$ cat config.mk
export PLATFORM = sky130hd
export DESIGN_NAME = iter_alu
export DESIGN_NICKNAME = d
export VERILOG_FILES = /design/src/rtl/iter_alu.sv
export SDC_FILE = /design/constraint.sdc
export NUM_CORES = 1
export LEC_CHECK = 0
export ABC_CLOCK_PERIOD_IN_PS = 6000
export CORE_ASPECT_RATIO = 1.1
export CORE_MARGIN = 4
export CORE_UTILIZATION = 25
export CTS_CLUSTER_DIAMETER = 30
export CTS_CLUSTER_SIZE = 20
export DETAILED_ROUTE_END_ITERATION = 10
export PLACE_DENSITY_LB_ADDON = 0.15
export REMOVE_ABC_BUFFERS = 1
export SYNTH_ARGS = -nofsm -noshare
export SYNTH_HDL_FRONTEND = slang
export SYNTH_SLANG_ARGS = --single-unit
$ cat constraint.sdc
create_clock -name clk -period 6 [get_ports clk]
set_clock_uncertainty 0.2 [all_clocks]
set_input_delay 1.5 -clock clk [delete_from_list [all_inputs] [get_ports clk]]
set_output_delay 1.5 -clock clk [all_outputs]
set_load 0.01 [all_outputs]
$ cat src/rtl/iter_alu.sv
// Iterative ALU: single-cycle arithmetic/logic ops plus shifts, rotates and
// population count processed STEP bit positions per cycle.
module iter_alu #(
    parameter int WIDTH = 64,
    parameter int STEP  = 4
) (
    input  logic             clk,
    input  logic             reset,
    input  logic             Flush,
    input  logic             InValid,
    output logic             InReady,
    input  logic [WIDTH-1:0] A,
    input  logic [WIDTH-1:0] B,
    input  logic [3:0]       Op,
    input  logic             W64,
    output logic             OutValid,
    input  logic             OutReady,
    output logic [WIDTH-1:0] Result,
    output logic             Busy
);
    localparam int LW = $clog2(WIDTH);
    localparam int CW = LW + 1;
    localparam int MW = $clog2(STEP) + 1;
    localparam int unsigned STEP_U = STEP;
    localparam int unsigned NW = (32 / STEP > 0) ? 32 / STEP : 1;

    typedef enum logic [1:0] {IDLE, ITER, DONE} state_t;

    state_t           state, state_nx;
    logic [3:0]       op_q;
    logic             w_q;
    logic [WIDTH-1:0] acc_q, acc_nx, acc_init;
    logic [LW-1:0]    rem_q, rem_nx, amt_in;
    logic [CW-1:0]    cnt_q, pop_q, pop_nx, last_cnt;
    logic [WIDTH-1:0] result_q, alu_res, iter_res;
    logic [WIDTH-1:0] a_x, b_x;
    logic [2*WIDTH-1:0] dbl;
    logic [63:0]      dbl32;
    logic [MW-1:0]    move;
    logic             w_in, iter_in, accept, last;

    function automatic logic [WIDTH-1:0] fin(input logic w, input logic [WIDTH-1:0] x);
        return w ? WIDTH'($signed(x[31:0])) : x;
    endfunction

    function automatic logic [CW-1:0] pop_step(input logic [WIDTH-1:0] v);
        logic [CW-1:0] s;
        s = '0;
        for (int unsigned i = 0; i < STEP_U; i++) s += CW'(v[i]);
        return s;
    endfunction

    assign accept  = InValid & InReady;
    assign w_in    = (WIDTH == 64) & W64;
    assign iter_in = Op inside {4'b1000, 4'b1001, 4'b1010, 4'b1011, 4'b1100, 4'b1101};
    assign amt_in  = B[LW-1:0] & (w_in ? LW'(31) : '1);

    // W-type ops see sign-extended 32-bit operands; finalising the low word
    // afterwards yields the 32-bit result, and unsigned order is preserved.
    always_comb begin
        a_x = fin(w_in, A);
        b_x = fin(w_in, B);
        case (Op)
            4'b0000: alu_res = a_x + b_x;
            4'b0001: alu_res = a_x + ~b_x + WIDTH'(1);
            4'b0010: alu_res = WIDTH'($signed(a_x) < $signed(b_x));
            4'b0011: alu_res = WIDTH'(a_x < b_x);
            4'b0100: alu_res = a_x ^ b_x;
            4'b0110: alu_res = a_x | b_x;
            4'b0111: alu_res = a_x & b_x;
            default: alu_res = '0;
        endcase
        alu_res  = fin(w_in, alu_res);
        acc_init = (Op == 4'b1010) ? a_x : (w_in ? WIDTH'(A[31:0]) : A);
    end

    always_comb begin
        move     = (32'(rem_q) > STEP_U) ? MW'(STEP_U) : MW'(rem_q);
        rem_nx   = rem_q - LW'(move);
        pop_nx   = pop_q;
        dbl      = '0;
        dbl32    = '0;
        last_cnt = w_q ? CW'(NW - 1) : CW'(WIDTH / STEP - 1);
        case (op_q)
            4'b1000: acc_nx = acc_q << move;
            4'b1001: acc_nx = acc_q >> move;
            4'b1010: acc_nx = $signed(acc_q) >>> move;
            4'b1011: begin
                if (w_q) begin
                    dbl32  = {acc_q[31:0], acc_q[31:0]} >> move;
                    acc_nx = WIDTH'(dbl32[31:0]);
                end else begin
                    dbl    = {acc_q, acc_q} >> move;
                    acc_nx = dbl[WIDTH-1:0];
                end
            end
            4'b1100: begin
                if (w_q) begin
                    dbl32  = {acc_q[31:0], acc_q[31:0]} << move;
                    acc_nx = WIDTH'(dbl32[63:32]);
                end else begin
                    dbl    = {acc_q, acc_q} << move;
                    acc_nx = dbl[2*WIDTH-1:WIDTH];
                end
            end
            default: begin
                acc_nx = acc_q >> STEP_U;
                pop_nx = pop_q + pop_step(acc_q);
            end
        endcase
        last     = (op_q == 4'b1101) ? (cnt_q == last_cnt) : (32'(rem_q) <= STEP_U);
        iter_res = (op_q == 4'b1101) ? fin(w_q, WIDTH'(pop_nx)) : fin(w_q, acc_nx);
    end

    always_ff @(posedge clk) begin
        if (reset) state <= IDLE;
        else       state <= state_nx;
    end

    always_comb begin
        state_nx = state;
        if (Flush) begin
            state_nx = IDLE;
        end else begin
            case (state)
                IDLE:    if (InValid) state_nx = iter_in ? ITER : DONE;
                ITER:    if (last) state_nx = DONE;
                DONE:    if (OutReady) state_nx = IDLE;
                default: state_nx = IDLE;
            endcase
        end
    end

    always_comb begin
        InReady  = (state == IDLE) & ~Flush & ~reset;
        OutValid = (state == DONE) & ~Flush & ~reset;
        Busy     = (state != IDLE) & ~reset;
        Result   = result_q;
    end

    always_ff @(posedge clk) begin
        if (reset) begin
            op_q     <= '0;
            w_q      <= 1'b0;
            acc_q    <= '0;
            rem_q    <= '0;
            cnt_q    <= '0;
            pop_q    <= '0;
            result_q <= '0;
        end else if (accept) begin
            op_q  <= Op;
            w_q   <= w_in;
            acc_q <= acc_init;
            rem_q <= amt_in;
            cnt_q <= '0;
            pop_q <= '0;
            if (!iter_in) result_q <= alu_res;
        end else if (state == ITER && !Flush) begin
            acc_q <= acc_nx;
            rem_q <= rem_nx;
            pop_q <= pop_nx;
            cnt_q <= cnt_q + CW'(1);
            if (last) result_q <= iter_res;
        end
    end
endmodule

# --- Word level (Yosys, flattened, before mapping) ---
# Index checks and enable logic that the tools add are counted.
totals:
  register_bits: 155
  output_inout_bits: 67
  word_cells: 108
classes:
  n_addsub: 9
  n_lt_le_gt_ge: 4
  eq_ne: 25
  shifts: 7
  n_mux: 29
  n_bitwise: 13
  n_reduce_logical: 13
ops:
  columns: ["op", "count"]
  rows:
  - ["two-way mux 64 bit", 15]
  - ["case mux 64 bit (7 select lines)", 1]
  - ["case mux 64 bit (5 select lines)", 1]
  - ["adder 64 bit", 2]
  - ["< comparator 64 bit", 2]
  - ["left shift 128 x 3 -> 128 bit", 1]
  - ["left shift 64 x 3 -> 64 bit", 2]
  - ["right shift 128 x 3 -> 64 bit", 1]
  - ["adder 64 x 1 -> 64 bit, second input constant", 1]
  - ["bitwise AND 64 bit", 1]
  - ["inverter 64 bit", 1]
  - ["bitwise OR 64 bit", 1]
  - ["right shift 64 x 3 -> 32 bit", 1]
  - ["right shift 64 x 3 -> 64 bit", 1]
  - [">>> shifter 64 x 3 -> 64 bit", 1]
  - ["XOR 64 bit", 1]
  - ["equality test 4 bit, second input constant", 12]
  - ["two-way mux 6 bit", 3]
  - ["equality test 4 x 3 -> 1 bit, second input constant", 3]
  - ["equality test 4 x 2 -> 1 bit, second input constant", 2]
  - ["two-way mux 2 bit", 4]
  - ["inequality test 2 bit, second input constant", 4]
  - ["adder 7 x 1 -> 7 bit, second input constant", 1]
  - ["adder 7 x 4 -> 7 bit", 1]
  - ["other kinds (27)", 37]

# --- Logic depth before layout (Yosys ltp) ---
depth:
  word_depth: 10
  mapped_depth: 19

# --- Least setup slack after synthesis ---
# No wires, ideal clock.
synth_timing:
  path_type: "input-to-reg"
  from: "input port W64"
  to: "register result_q[51] (netlist: Result[51])"
  setup_time_ns: 0.132
  arrival_time_ns: 5.150
  required_ns: 5.668
  setup_slack_ns: 0.518
  cell_stages: 19
  n_path_buf: 5
  path_cell_list: "inv_1 > clkbuf_1 > clkbuf_1 > buf_1 > a21oi_1 > ha_1 > clkbuf_1 > buf_2 > inv_1 > a21oi_1 > o31ai_1 > o31ai_1 > nand2_1 > o41ai_1 > o21ai_0 > xnor2_1 > o221ai_1 > a221oi_1 > nor3_1"
synth_between:
  elab_chain_len: 8
  elab_cells_between_ends: 13
synth_rtl:
  columns: ["item", "line", "text"]
  rows:
  - ["start: declaration", "15", "input logic W64,"]
  - ["two-way mux 64 bit", "43", "return w ? WIDTH'($signed(x[31:0])) : x;"]
  - ["inverter 64 bit", "65", "4'b0001: alu_res = a_x + ~b_x + WIDTH'(1);"]
  - ["adder 64 bit", "65", null]
  - ["adder 64 x 1 -> 64 bit", "65", null]
  - ["case mux 64 bit (7 select lines)", "63", "case (Op)"]
  - ["two-way mux 64 bit *", "43", null]
  - ["two-way mux 64 bit *", "157", "if (!iter_in) result_q <= alu_res;"]
  - ["two-way mux 64 bit *", "150", "end else if (accept) begin"]
  - ["end signal: assignment", "157", null]
  - ["end signal: assignment", "163", "if (last) result_q <= iter_res;"]
  - ["end: declaration", "35", "logic [WIDTH-1:0] result_q, alu_res, iter_res;"]
# Every way passes the cells marked *; elsewhere a longest branch is shown, timed or not. The select of a mux whose other input is x is not followed.
# A chain may end at the register's enable or synchronous reset.

# --- Final worst setup path ---
layout_timing:
  from: "input port W64"
  to: "register result_q[62] (netlist: Result[62])"
# Same word-level chain as after synthesis.

==> run summary <==
status = finished, final reports clean
Std-Cell Rows = 118
DRT Pass-1 Iters = 6
Slew @ Worst Pin = 1.084 ns
top cells by area, synth = dfxtp_1 (13%), ha_1 (13%), a21oi_1 (8.7%), nor2_1 (7.7%), nand2_1 (5.6%)
final worst path period need = 5.840 ns
Setup WS pre-CTS = -0.3459 ns
area of the die = 0.09969 sq mm
pin count of the biggest net entering global routing = 75
nets@finish = 4430
synthesis-to-finish area growth = 29.26%
cell area after synthesis = 0.02368 sq mm
initial antenna violation count = 5
setup tns final = 0 ns
Max Buffers Root-to-Sink = 2
critical path class = input pin to flop
chip height = 330.8 um
Design Power = 4.856 mW
Final Hold Viols = 0
type of origin of the critical path = input pin
#FFs+latches synth = 155
top-count cell post-synth = nor2_1
most frequent cells after synthesis = nor2_1 (483), a21oi_1 (413), nand2_1 (353)
clock latency on the worst-skew pair = 0.51 ns
WL final = 132800 um
hpwl dp = 103500 um
sequential share of the synthesized area = 0.1311
Synth area leader = dfxtp_1
MaxCap Viol Count = 0
CTS buffer count = 17
Post-CTS Hold Buffers = 0
Critical-path top delay cell = o41a_1
Syn. warnings = 0
CP most frequent cell = nand2_1
min-delay worst type = flop to flop
routed vias = 29810
share of the synthesized area in the top cell type = 0.1311
Worst Path Required = 6.24 ns
Fillers = 10500
Worst Path Max Fanout = 12
f_max = 0.1712 GHz
width of the die = 301.4 um
Post-synth EDFFs = 0
Leakage Power = 12.66 nW
I/O pin count = 205
placeable core area = 0.09405 sq mm
DRT iter0 DRCs = 2587
DRC Markers = 0
first-pass GRT wire length = 195000 um
worst-path cell chain = clkdlybuf4s50_1 > buf_4 > inv_2 > nor2_2 > buf_12 > a21oi_1 > ha_1 > buf_4 > nand2_1 > nor2_1 > nand2_1 > o2bb2ai_1 > nor3_1 > o41a_1 > o31a_1 > o211ai_2 > nand2_1 > or4_1 > nand3_1
ant diodes = 0
vias in the first global route = 29280
gr usage total = 0.2581
relative max-transition margin = 0.2774
Port Buffers = 204
most used flip-flop cell after synthesis = dfxtp_1
fraction of registers with async set/reset = 0
RSZ-0062 raised after global routing = false
Post-Synthesis Mean Instance Area = 6.526 sq um
Final setup viols = 0
Worst Reg2Reg Path Length in Cells = 11
placer congestion estimate = 0.9377
post-synth cell types = 95
Routed wire per std cell = 24.95 um
Initial Util = 0.2517
H-tree depth reported by CTS = 4
cells after synthesis = 3628
pwr/cell area = 158.7 mW/mm^2
Worst Hold Depth = 2
# clock sinks = 155
Crit. End Element = flop
ANT nets after route = 0
post-CTS setup buffer count = 0
root buffer cell = clkbuf_16
max-slew violation count = 0
arrival time at the worst endpoint = 6.08 ns
Tcrit/Tclk final = 0.9733
Reg clk slew, reported paths = 0.07 ns
CTS tree = done
maximum VDD drop = 0.2612 mV
total grt overflow = 0
routed vias/inst = 5.601
Hold WS = 0.2745 ns
layout cells sized above 1 = 0.1482
Worst Slack Setup Final = 0.1601 ns
Critical Path Max Stage Delay = 0.56 ns
==> cell families after synthesis <==
kind of cell | after synthesis | synth area share
adders and majority gates | 242 | 0.1295
xor gates and xnor gates | 45 | 0.01665
buffers and inverters | 504 | 0.08334
AOI/OAI and AO/OA | 1346 | 0.3706
DFF | 155 | 0.1311
other | 1 | 0.0001584
muxes | 59 | 0.02658
and+or+nand+nor | 1276 | 0.2421
==> final timing paths <==
check	to	from	slack, ns
setup / recovery	Result[62]	W64	0.16
hold / removal	cnt_q[1]	cnt_q[1]	0.27
setup reg to reg	Result[57]	rem_q[2]	1.43
hold reg to reg	cnt_q[1]	cnt_q[1]	0.27
==> metrics by stage <==
step / area, sq um / utilization / cells
6_report: 30600 / 0.3254 / 5323
5_1_grt: 30600 / 0.3254 / 5323
4_1_cts: 30590 / 0.3252 / 5323
3_5_place_dp: 30020 / 0.3192 / 5291
3_3_place_gp: 30020 / 0.3192 / 5291
2_1_floorplan: 22490 / - / 3335
==> cell usage in the layout, fill, tap and decap left out, types with 18 or more instances in the layout <==
cell type	instances
buf_4	482
nor2_1	478
a21oi_1	413
nand2_1	350
o21ai_0	255
ha_1	237
inv_1	207
clkdlybuf4s50_1	202
dfxtp_1	154
nand3_1	97
nor3_1	92
a221oi_1	73
a211oi_1	66
o211ai_1	53
a22oi_1	51
mux2i_1	46
o31ai_1	45
nor2b_1	41
o221ai_1	41
a21o_1	38
o21bai_1	37
nor4_1	35
nand4_1	35
a31oi_1	32
xnor2_1	32
o21ai_1	30
or3_1	28
and3_1	24
a21boi_0	21
o22ai_1	18
==> sequential cells by signal, summed over array words and instances, names as in the netlist <==
| name | cells |
|---|---|
| pop_q | 7 |
| acc_q | 64 |
| cnt_q | 7 |
| Result | 64 |
| state | 2 |
| op_q | 4 |
| rem_q | 6 |
| w_q | 1 |
==> layout make-up <==
type / instances / area (sq um) / area share
clock buffer: 22 / 454.2 / 0.01484
sequential: 155 / 3104 / 0.1014
timing repair buffer: 696 / 5866 / 0.1917
multi-input combinational: 2969 / 18690 / 0.6108
tap: 1260 / 1577 / 0.05152
inverter: 211 / 792.0 / 0.02588
clock inverter: 10 / 117.6 / 0.003843
==> power breakdown <==
part	leakage (nW)	total (mW)	internal, mW	switching, mW
logic	11.1	2.56	1.02	1.54
clock network	0.267	1.15	0.622	0.528
registers	1.26	1.14	1.07	0.0695
==> critical path: cells and delay by family <==
kind                       cells  cell delay (ns)
AOI/OAI and AO/OA              5             1.55
and+or+nand+nor                8             1.48
buffers and inverters          5             1.11
adders and majority gates      1             0.44
==> repair_timing <==
item / CTS / global route
gates resized for setup: 0 / 4
setup endpoints to repair: 0 / 4
endpoints found under the hold margin: 0 / 0
==> layer usage <==
layer | track usage | share of wire | vias up
met5 | 0 | 0.000098 | -
met1 | 0.3225 | 0.42 | 14360
met3 | 0.02845 | 0.054 | 246
li1 | - | - | 14050
met4 | 0.1151 | 0.046 | 2
met2 | 0.4467 | 0.48 | 1154
No activity file was read; power rests on OpenSTA's default activity.
